## src/rtl/send_pkt_mux_rr_if.sv

```systemverilog
// Source-side and destination-side handshake bundle for send_pkt_mux_rr.
// The mux binds to the slave modport; the producers/consumer side binds to master.
interface send_pkt_mux_rr_if #(
  parameter int NUM_SRCS = 4,
  parameter int DATA_W   = 64
);
  localparam int SRC_ID_W = (NUM_SRCS > 1) ? $clog2(NUM_SRCS) : 1;

  logic [NUM_SRCS-1:0]        src_mux_val;
  logic [NUM_SRCS*DATA_W-1:0] src_mux_data;
  logic [NUM_SRCS-1:0]        mux_src_rdy;
  logic                       mux_dst_val;
  logic [DATA_W-1:0]          mux_dst_data;
  logic [SRC_ID_W-1:0]        mux_dst_src_id;
  logic                       dst_mux_rdy;

  modport master (
    output src_mux_val, src_mux_data, dst_mux_rdy,
    input  mux_src_rdy, mux_dst_val, mux_dst_data, mux_dst_src_id
  );

  modport slave (
    input  src_mux_val, src_mux_data, dst_mux_rdy,
    output mux_src_rdy, mux_dst_val, mux_dst_data, mux_dst_src_id
  );
endinterface

```

## src/rtl/send_pkt_mux_rr.sv

```systemverilog
// Round-robin N:1 send-packet mux with a 2-entry output skid buffer and source tagging.
// Optional per-source grant counters when SEND_PKT_MUX_STATS_EN is defined.
module send_pkt_mux_rr #(
  parameter int NUM_SRCS = 4,
  parameter int DATA_W   = 64
`ifdef SEND_PKT_MUX_STATS_EN
  , parameter int STATS_W = 32
`endif
) (
  input  logic                       clk,
  input  logic                       rst,
`ifdef SEND_PKT_MUX_STATS_EN
  input  logic                       stats_clr,
  output logic [NUM_SRCS*STATS_W-1:0] grant_cnt,
`endif
  send_pkt_mux_rr_if.slave           bus
);
  localparam int SRC_ID_W = (NUM_SRCS > 1) ? $clog2(NUM_SRCS) : 1;

  logic [1:0]          occ_q, occ_d;
  logic [SRC_ID_W-1:0] last_grant_q, last_grant_d;
  logic                rd_ptr_q, rd_ptr_d;
  logic                wr_ptr_q, wr_ptr_d;
  logic [DATA_W-1:0]   data_mem_q [2];
  logic [DATA_W-1:0]   data_mem_d [2];
  logic [SRC_ID_W-1:0] id_mem_q [2];
  logic [SRC_ID_W-1:0] id_mem_d [2];

  logic [SRC_ID_W-1:0] cand_idx [NUM_SRCS];
  logic                grant_vld;
  logic [SRC_ID_W-1:0] grant_idx;
  logic [NUM_SRCS-1:0] src_rdy;
  logic                push;
  logic                pop;

  // Candidate k is the (k+1)-th source after the last accepted one, wrapping.
  generate
    for (genvar gi = 0; gi < NUM_SRCS; gi++) begin : g_cand
      assign cand_idx[gi] = SRC_ID_W'((int'(last_grant_q) + gi + 1) % NUM_SRCS);
    end
  endgenerate

  always_comb begin
    grant_vld = 1'b0;
    grant_idx = '0;
    for (int k = 0; k < NUM_SRCS; k++) begin
      if (!grant_vld && bus.src_mux_val[cand_idx[k]]) begin
        grant_vld = 1'b1;
        grant_idx = cand_idx[k];
      end
    end
  end

  // Ready depends only on occupancy, never on dst_mux_rdy; rst blocks a doomed accept.
  always_comb begin
    src_rdy = '0;
    if (grant_vld && (occ_q != 2'd2) && !rst) begin
      src_rdy[grant_idx] = 1'b1;
    end
  end

  assign push = |(bus.src_mux_val & src_rdy);
  assign pop  = bus.mux_dst_val & bus.dst_mux_rdy;

  always_comb begin
    occ_d        = occ_q + {1'b0, push} - {1'b0, pop};
    last_grant_d = push ? grant_idx : last_grant_q;
    rd_ptr_d     = pop  ? ~rd_ptr_q : rd_ptr_q;
    wr_ptr_d     = push ? ~wr_ptr_q : wr_ptr_q;
    data_mem_d   = data_mem_q;
    id_mem_d     = id_mem_q;
    if (push) begin
      data_mem_d[wr_ptr_q] = bus.src_mux_data[grant_idx*DATA_W +: DATA_W];
      id_mem_d[wr_ptr_q]   = grant_idx;
    end
  end

  always_ff @(posedge clk) begin
    if (rst) begin
      occ_q        <= '0;
      last_grant_q <= SRC_ID_W'(NUM_SRCS - 1);
      rd_ptr_q     <= 1'b0;
      wr_ptr_q     <= 1'b0;
    end else begin
      occ_q        <= occ_d;
      last_grant_q <= last_grant_d;
      rd_ptr_q     <= rd_ptr_d;
      wr_ptr_q     <= wr_ptr_d;
    end
  end

  // Payload storage needs no reset; occupancy alone qualifies it.
  always_ff @(posedge clk) begin
    data_mem_q <= data_mem_d;
    id_mem_q   <= id_mem_d;
  end

  assign bus.mux_src_rdy    = src_rdy;
  assign bus.mux_dst_val    = (occ_q != 2'd0);
  assign bus.mux_dst_data   = data_mem_q[rd_ptr_q];
  assign bus.mux_dst_src_id = id_mem_q[rd_ptr_q];

`ifdef SEND_PKT_MUX_STATS_EN
  generate
    for (genvar gi = 0; gi < NUM_SRCS; gi++) begin : g_stats
      logic [STATS_W-1:0] cnt_q, cnt_d;

      // Clear wins over a same-cycle increment; counters stick at all-ones.
      always_comb begin
        cnt_d = cnt_q;
        if (stats_clr) begin
          cnt_d = '0;
        end else if (push && (grant_idx == SRC_ID_W'(gi)) && (cnt_q != '1)) begin
          cnt_d = cnt_q + 1'b1;
        end
      end

      always_ff @(posedge clk) begin
        if (rst) begin
          cnt_q <= '0;
        end else begin
          cnt_q <= cnt_d;
        end
      end

      assign grant_cnt[gi*STATS_W +: STATS_W] = cnt_q;
    end
  endgenerate
`endif
endmodule
```

## src/flat_wrapper.sv

```systemverilog
// flat-port wrapper written by rule: the top's interface ports become plain ports
module send_pkt_mux_rr_flat 
#(
  parameter int NUM_SRCS = 4,
  parameter int DATA_W   = 64

)
  (clk, rst, bus_src_mux_val, bus_src_mux_data, bus_dst_mux_rdy, bus_mux_src_rdy, bus_mux_dst_val, bus_mux_dst_data, bus_mux_dst_src_id);
  send_pkt_mux_rr_if #(.NUM_SRCS(NUM_SRCS), .DATA_W(DATA_W)) bus_i ();
  input  logic clk;
  input  logic rst;
  input wire logic [$bits(bus_i.src_mux_val)-1:0] bus_src_mux_val;
  input wire logic [$bits(bus_i.src_mux_data)-1:0] bus_src_mux_data;
  input wire logic [$bits(bus_i.dst_mux_rdy)-1:0] bus_dst_mux_rdy;
  output wire logic [$bits(bus_i.mux_src_rdy)-1:0] bus_mux_src_rdy;
  output wire logic [$bits(bus_i.mux_dst_val)-1:0] bus_mux_dst_val;
  output wire logic [$bits(bus_i.mux_dst_data)-1:0] bus_mux_dst_data;
  output wire logic [$bits(bus_i.mux_dst_src_id)-1:0] bus_mux_dst_src_id;
  assign bus_i.src_mux_val = bus_src_mux_val;
  assign bus_i.src_mux_data = bus_src_mux_data;
  assign bus_i.dst_mux_rdy = bus_dst_mux_rdy;
  assign bus_mux_src_rdy = bus_i.mux_src_rdy;
  assign bus_mux_dst_val = bus_i.mux_dst_val;
  assign bus_mux_dst_data = bus_i.mux_dst_data;
  assign bus_mux_dst_src_id = bus_i.mux_dst_src_id;
  send_pkt_mux_rr #(.NUM_SRCS(NUM_SRCS), .DATA_W(DATA_W)) u_core (.clk(clk), .rst(rst), .bus(bus_i));
endmodule
```

## config.mk

```make
export PLATFORM = sky130hd
export DESIGN_NAME = send_pkt_mux_rr_flat
export DESIGN_NICKNAME = d
export VERILOG_FILES = /design/src/rtl/send_pkt_mux_rr_if.sv /design/src/rtl/send_pkt_mux_rr.sv /design/src/flat_wrapper.sv
export SDC_FILE = /design/constraint.sdc
export NUM_CORES = 1
export LEC_CHECK = 0
export BUFFER_PORTS_ARGS = -buffer_cell sky130_fd_sc_hd__buf_2
export CAP_MARGIN = 10
export CORE_MARGIN = 3
export CORE_UTILIZATION = 48
export DETAILED_ROUTE_END_ITERATION = 8
export PLACE_DENSITY = 0.83
export SYNTH_ARGS = -nofsm -noshare
export SYNTH_HDL_FRONTEND = slang
export SYNTH_SLANG_ARGS = --single-unit
export TNS_END_PERCENT = 20
```

## constraint.sdc

```tcl
create_clock -name clk -period 5.3 [get_ports clk]
set_input_delay 0.265 -clock clk [delete_from_list [all_inputs] [get_ports clk]]
set_output_delay 0.265 -clock clk [all_outputs]
set_load 0.1 [all_outputs]
```

# Yosys cells after proc, flatten, opt, wreduce, memory -nomap -nowiden
# Cells that the tools add are included.
[classes]
n_mul = 0
n_mux = 31
n_shift = 1
bitwise_logic = 6
n_eq_ne = 1
n_div = 0
order_cmp = 9
addsub = 8
reduce_logical = 13
[op_table]
columns = ["operator", "n"]
rows = [
  ["$mux 64", 4],
  ["$shiftx 256x9->64", 1],
  ["$bwmux 128", 1],
  ["$demux 64 s1", 1],
  ["$mux 2", 8],
  ["$lt 2x3->1 const B", 5],
  ["$add 2x2->2 const B", 5],
  ["$mux 1", 9],
  ["$bmux 1 s2", 4],
  ["$logic_and 1x1->1", 7],
  ["$and 4x4->4", 1],
  ["$bwmux 4", 1],
  ["$ge 2x2->1 const B", 2],
  ["$logic_not 1->1", 4],
  ["$mux 4", 1],
  ["$not 1->2", 2],
  ["$reduce_or 4->1", 1],
  ["$add 2x1->2", 1],
  ["$add 2x1->2 const B", 1],
  ["$demux 1 s2", 1],
  ["$demux 2 s1", 1],
  ["$ge 2x1->1 const B", 1],
  ["$lt 2x1->1 const B", 1],
  ["$ne 2x2->1 const B", 1],
  ["4 further kinds", 5],
]
[totals]
word_cells = 77
mem_count = 0
output_inout_bits = 71
mem_bits_ro = 0
mem_bits_rw = 0
register_bits = 138
latch_bits = 0
in_bits = 263

# Logic depth before layout (Yosys ltp)
[depth]
word_depth = 22
depth_mapped = 8
mapped_depth_nobuf = 8

# Worst setup path after synthesis
# OpenSTA, ideal clock, no wires.
[synth_path]
path_type = "register to register"
startpoint = "reg u_core.occ_q[0]"
endpoint = "reg u_core.data_mem_q[0] (netlist name) (enable)"
setup_ps = 491
path_slack_ps = 1181
n_path_buf = 0
t_required_ps = 4809
synth_period_minus_slack_ps = 4119
arrival_time_ps = 3628
stages_incl_launch_ff = 5
cell_sequence = "dfxtp_1 > inv_1 > a21oi_1 > o41ai_4 > nor2_1"
[synth_via]
elab_chain_cells = 6
[synth_lines]
columns = ["element", "line", "text"]
rows = [
  ["from (decl)", "send_pkt_mux_rr.sv:20", "logic [1:0] occ_q, occ_d;"],
  ["from (signal assigned)", "send_pkt_mux_rr.sv:80", "occ_q <= '0;"],
  ["from (signal assigned)", "send_pkt_mux_rr.sv:85", "occ_q <= occ_d;"],
  ["$ne 2x2->1", "send_pkt_mux_rr.sv:57", "if (grant_vld && (occ_q != 2'd2) && !rst) begin"],
  ["$logic_and 1x1->1 (2 in a row)", "send_pkt_mux_rr.sv:57", ""],
  ["$mux 4", "send_pkt_mux_rr.sv:57", ""],
  ["$and 4x4->4", "send_pkt_mux_rr.sv:62", "assign push = |(bus.src_mux_val & src_rdy);"],
  ["$reduce_or 4->1", "send_pkt_mux_rr.sv:62", ""],
  ["to (signal assigned)", "send_pkt_mux_rr.sv:94", "data_mem_q <= data_mem_d;"],
  ["to (decl)", "send_pkt_mux_rr.sv:24", "logic [DATA_W-1:0] data_mem_q [2];"],
]
# Every way passes these cells.
# A chain may end at the register's enable or synchronous reset.

# Worst setup path after layout
[layout_path]
startpoint = "reg u_core.occ_q[0]"
endpoint = "reg u_core.data_mem_q[16] (netlist name) (enable)"
# Same word-level chain as after synthesis.

==> impl_metrics.csv <==
group,metric,value,unit
floorplanning,floorplan.die.height,130,um
floorplanning,initial_utilization,0.499,
final_layout,layout_cells_sized_above_1,0.537,
timing,fin_setup_tns,0,ns
floorplanning,die_area,0.0169,sq mm
logic_synthesis,postSynthCellCount,482,
logic_synthesis,netlist_cell_types,30,
routing,drtPass1Iterations,4,
power,comb_power_share,0.487,
clock_tree,post-cts-setup-buffers,0,
timing,fin_worst_skew,0.00664,ns
clock_tree,cts_root_buffer,"clkbuf_16",
clock_tree,clock_net_sink_count,138,
clock_tree,cts.hold.buffers_added,0,
logic_synthesis,sequential_share_of_the_synthesized_area,0.555,
logic_synthesis,synth_area,0.00736,sq mm
final_layout,fill_cells,1115,
routing,final_antenna_net_count,0,
power,seq_power_share,0.293,
floorplanning,chipWidth,130,um
setup_path,cp_data_required_time,5.36,ns
place,hpwl,13.6,mm
logic_synthesis,main_combinational_cell_family_by_area_after_synthesis,"multiplexers",
logic_synthesis,yosysWarnings,0,
timing,final.period_utilization,0.535,
place,port-buffer-count,333,
routing,drt-total-wl,17.7,mm
routing,drc_errors,0,
worst_hold_path,timing.hold.worst.class,"in -> reg",
floorplanning,core.rowCount,44,
timing,setup_repair_after_global_routing_missed_its_margin,"false",
power,power.share.clock,0.220,
place,placed_cells_incl_taps,971,
timing,fmax,0.353,GHz
floorplanning,io_pins,334,
place,finalWeightedCongestion,0.868,
timing,finalWorstPathRequiredPeriod,2.83,ns
setup_path,cp.depth,5,
final_layout,regArea,0.00409,sq mm
logic_synthesis,synth_simple_gate_area_frac,0.0184,
timing,relSlewSlack,0.219,
logic_synthesis,synth_top_area_cell,"edfxtp_1",
grt,globalRouteMet2Util,0.378,
setup_path,critPathArrivalTime,2.90,ns
power,power.switching,2580,uW
logic_synthesis,syn_area_per_cell,15.3,sq um
logic_synthesis,post_synth_mux_area_share,0.362,
power,power.internal,2920,uW
worst_hold_path,holdPathStages,2,
logic_synthesis,synth_net_count,747,
setup_path,crit_family,"simple AND/OR/NAND/NOR gates",
logic_synthesis,ys_top_cells_by_area,"edfxtp_1 (54%), mux2i_1 (26%), mux2_2 (10%)",
final_layout,flow.area_growth_from_synthesis,31.5,%
grt,grt_use_total,0.199,
grt,top_usage_layer,"met2",
setup_path,timing.critical_path.from_type,"flop",
timing,hold_viol_final,0,
clock_tree,cts-htree-levels,4,
logic_synthesis,synth_compound_area_frac,0.0168,
place,dp_slack,2.44,ns
floorplanning,core,0.0148,sq mm
final_layout,insertedDiodeCount,0,
grt,grt_start_max_net_pins,92,
timing,report.final.slew_viol_count,0,
routing,avgViaCountPerCell,5.19,
final_layout,multi_input_comb_area,0.00301,sq mm
power,power_per_cell_area,569,mW/mm^2
setup_path,worstPathBufferInverterCount,2,
grt,met3_usage,0.0524,
timing,worst_pin_slew,1.17,ns
routing,drt-initial-drc-count,208,
routing,via_count,5206,
setup_path,critPathSlowestCell,"nor2_4",
setup_path,worst_r2r_path_depth,5,
flow_run,max_cap_violations,0,
logic_synthesis,synthXorXnorAreaFrac,0.00476,
grt,first_global_vias,5320,
setup_path,timing.critical_path.slowest_cell_delay,0.93,ns
clock_tree,cts_buffers,17,
power,sw_frac_of_total,0.469,
setup_path,worst_setup_path_end_kind,"flop",
clock_tree,clk-insertion-delay-late,0.40,ns
clock_tree,cts_tree,"built",
clock_tree,path_clk_slew,0.06,ns
timing,setup_violations,0,
logic_synthesis,post-synth-top-area-fraction,0.539,
routing,wl_per_cell,17.7,um
power,power.leakage,0.00443,uW
clock_tree,cts.repair.resized,0,
grt,antenna_found_initial,1,
final_layout,final_cells,1003,
grt,grt_first_pass_wirelength,25.7,mm
status,run_status,"finished clean",
power,finalPower,5500,uW
grt,groute.layer.met1.usage,0.206,
final_layout,layout.nets,1071,
timing,final_critical_path_setup_slack,2.47,ns
setup_path,timing_worst_setup_path_type,"reg -> reg",
setup_path,crit_fanout,41,
clock_tree,clk_path_buf_depth,2,
logic_synthesis,synth_adder_area_share,0.00340,
logic_synthesis,ys_ff_latch,138,
setup_path,path_cells,"inv_1 -> a21oi_1 -> o41ai_4 -> nor2_4 -> buf_4",
power,ir_worst_vdd,0.447,mV
grt,grt_overflow,0,
[worst reg2reg max path: cells and delay by family (launching register included)]
kind	cells	cell delay (ns)
AOI/OAI and AO/OA	2	0.63
DFF	1	0.34
and+or+nand+nor	1	0.93
buffers and inverters	2	0.58
[synthesized netlist by cell type, drive strengths merged]
cell    number
and3         2
a211o        2
edfxtp     132
xor2         1
and2         2
mux2        66
or2          1
o41ai        1
clkbuf       5
ha           2
mux2i      192
xnor2        3
o21ai        1
nor2b        1
buf         28
nand2b       5
inv          6
nor3         2
o221a        1
nor2        12
dfxtp        6
o211ai       2
a21oi        7
o22ai        2
[layer usage]
layer	part of all wire	wire length, um
met1	0.35	6190
met2	0.55	9760
met5	0.00062	11
met3	0.077	1360
met4	0.023	414
[cells in the final DEF (no fill, tap or decap)]
| cell | instances |
|---|---|
| clkinv_4 | 1 |
| clkbuf_16 | 17 |
| nor2_1 | 10 |
| mux2i_1 | 192 |
| nor2b_1 | 1 |
| nor3_4 | 1 |
| or2_2 | 1 |
| nor2_4 | 2 |
| inv_1 | 5 |
| buf_12 | 1 |
| o22ai_1 | 2 |
| edfxtp_1 | 132 |
| mux2_2 | 66 |
| o211ai_1 | 2 |
| ha_1 | 2 |
| clkinv_2 | 2 |
| a21oi_1 | 7 |
| nand2b_1 | 5 |
| clkinvlp_4 | 4 |
| and2_1 | 2 |
| o41ai_4 | 1 |
| clkbuf_1 | 2 |
| nor3_1 | 1 |
| xnor2_1 | 3 |
| o21ai_1 | 1 |
| and3_1 | 2 |
| buf_2 | 333 |
| o221a_4 | 1 |
| dfxtp_4 | 1 |
| inv_2 | 1 |
| bufinv_16 | 4 |
| a211o_1 | 2 |
| dfxtp_1 | 5 |
| xor2_1 | 1 |
| clkinv_1 | 2 |
| buf_4 | 4 |
[logic make-up after synthesis]
group | after synthesis
adders and majority gates | 2
muxes | 258
buffers and inverters | 39
DFF | 138
AOI/OAI and AO/OA | 16
and+or+nand+nor | 25
xor gates and xnor gates | 4
[power by group through the flow]
stage / clock, uW / combinational [uW] / sequential (uW)
2_1_floorplan: 0 / 2340 / 1560
3_5_place_dp: 0 / 2690 / 1640
6_report: 1210 / 2680 / 1610
5_1_grt: 1270 / 2790 / 1630
4_1_cts: 1220 / 2700 / 1620
3_3_place_gp: 0 / 2660 / 1620
[per-stage QoR]
stage                util  instance area [sq um]  hold WS, ns
floorplan               -                   7360        0.337
global placement    0.614                   9060        0.520
detailed placement  0.614                   9060        0.525
CTS                 0.656                   9670       0.0940
global route        0.656                   9670        0.122
finish              0.656                   9670        0.115
[layout make-up]
type,count,area share
Tap cell,184,0.0238
Timing Repair Buffer,338,0.177
Inverter,6,0.00233
Clock buffer,19,0.0447
Multi-Input combinational cell,305,0.311
Clock inverter,13,0.0182
Sequential cell,138,0.423
[worst paths after layout]
kind                                         endpoint             from  slack (ns)
worst max register to register  u_core.data_mem_q[16]  u_core.occ_q[0]        2.47
worst max-delay path            u_core.data_mem_q[16]  u_core.occ_q[0]        2.47
worst min-delay path                  u_core.rd_ptr_q              rst        0.11
worst min register to register        u_core.occ_q[1]  u_core.occ_q[1]        0.56
[state kept, by name, indices dropped and copies added, names as in the netlist]
name,count
u_core.id_mem_q,4
u_core.last_grant_q,2
u_core.wr_ptr_q,1
u_core.rd_ptr_q,1
u_core.data_mem_q,128
u_core.occ_q,2
No activity file was read; power rests on OpenSTA's default activity.
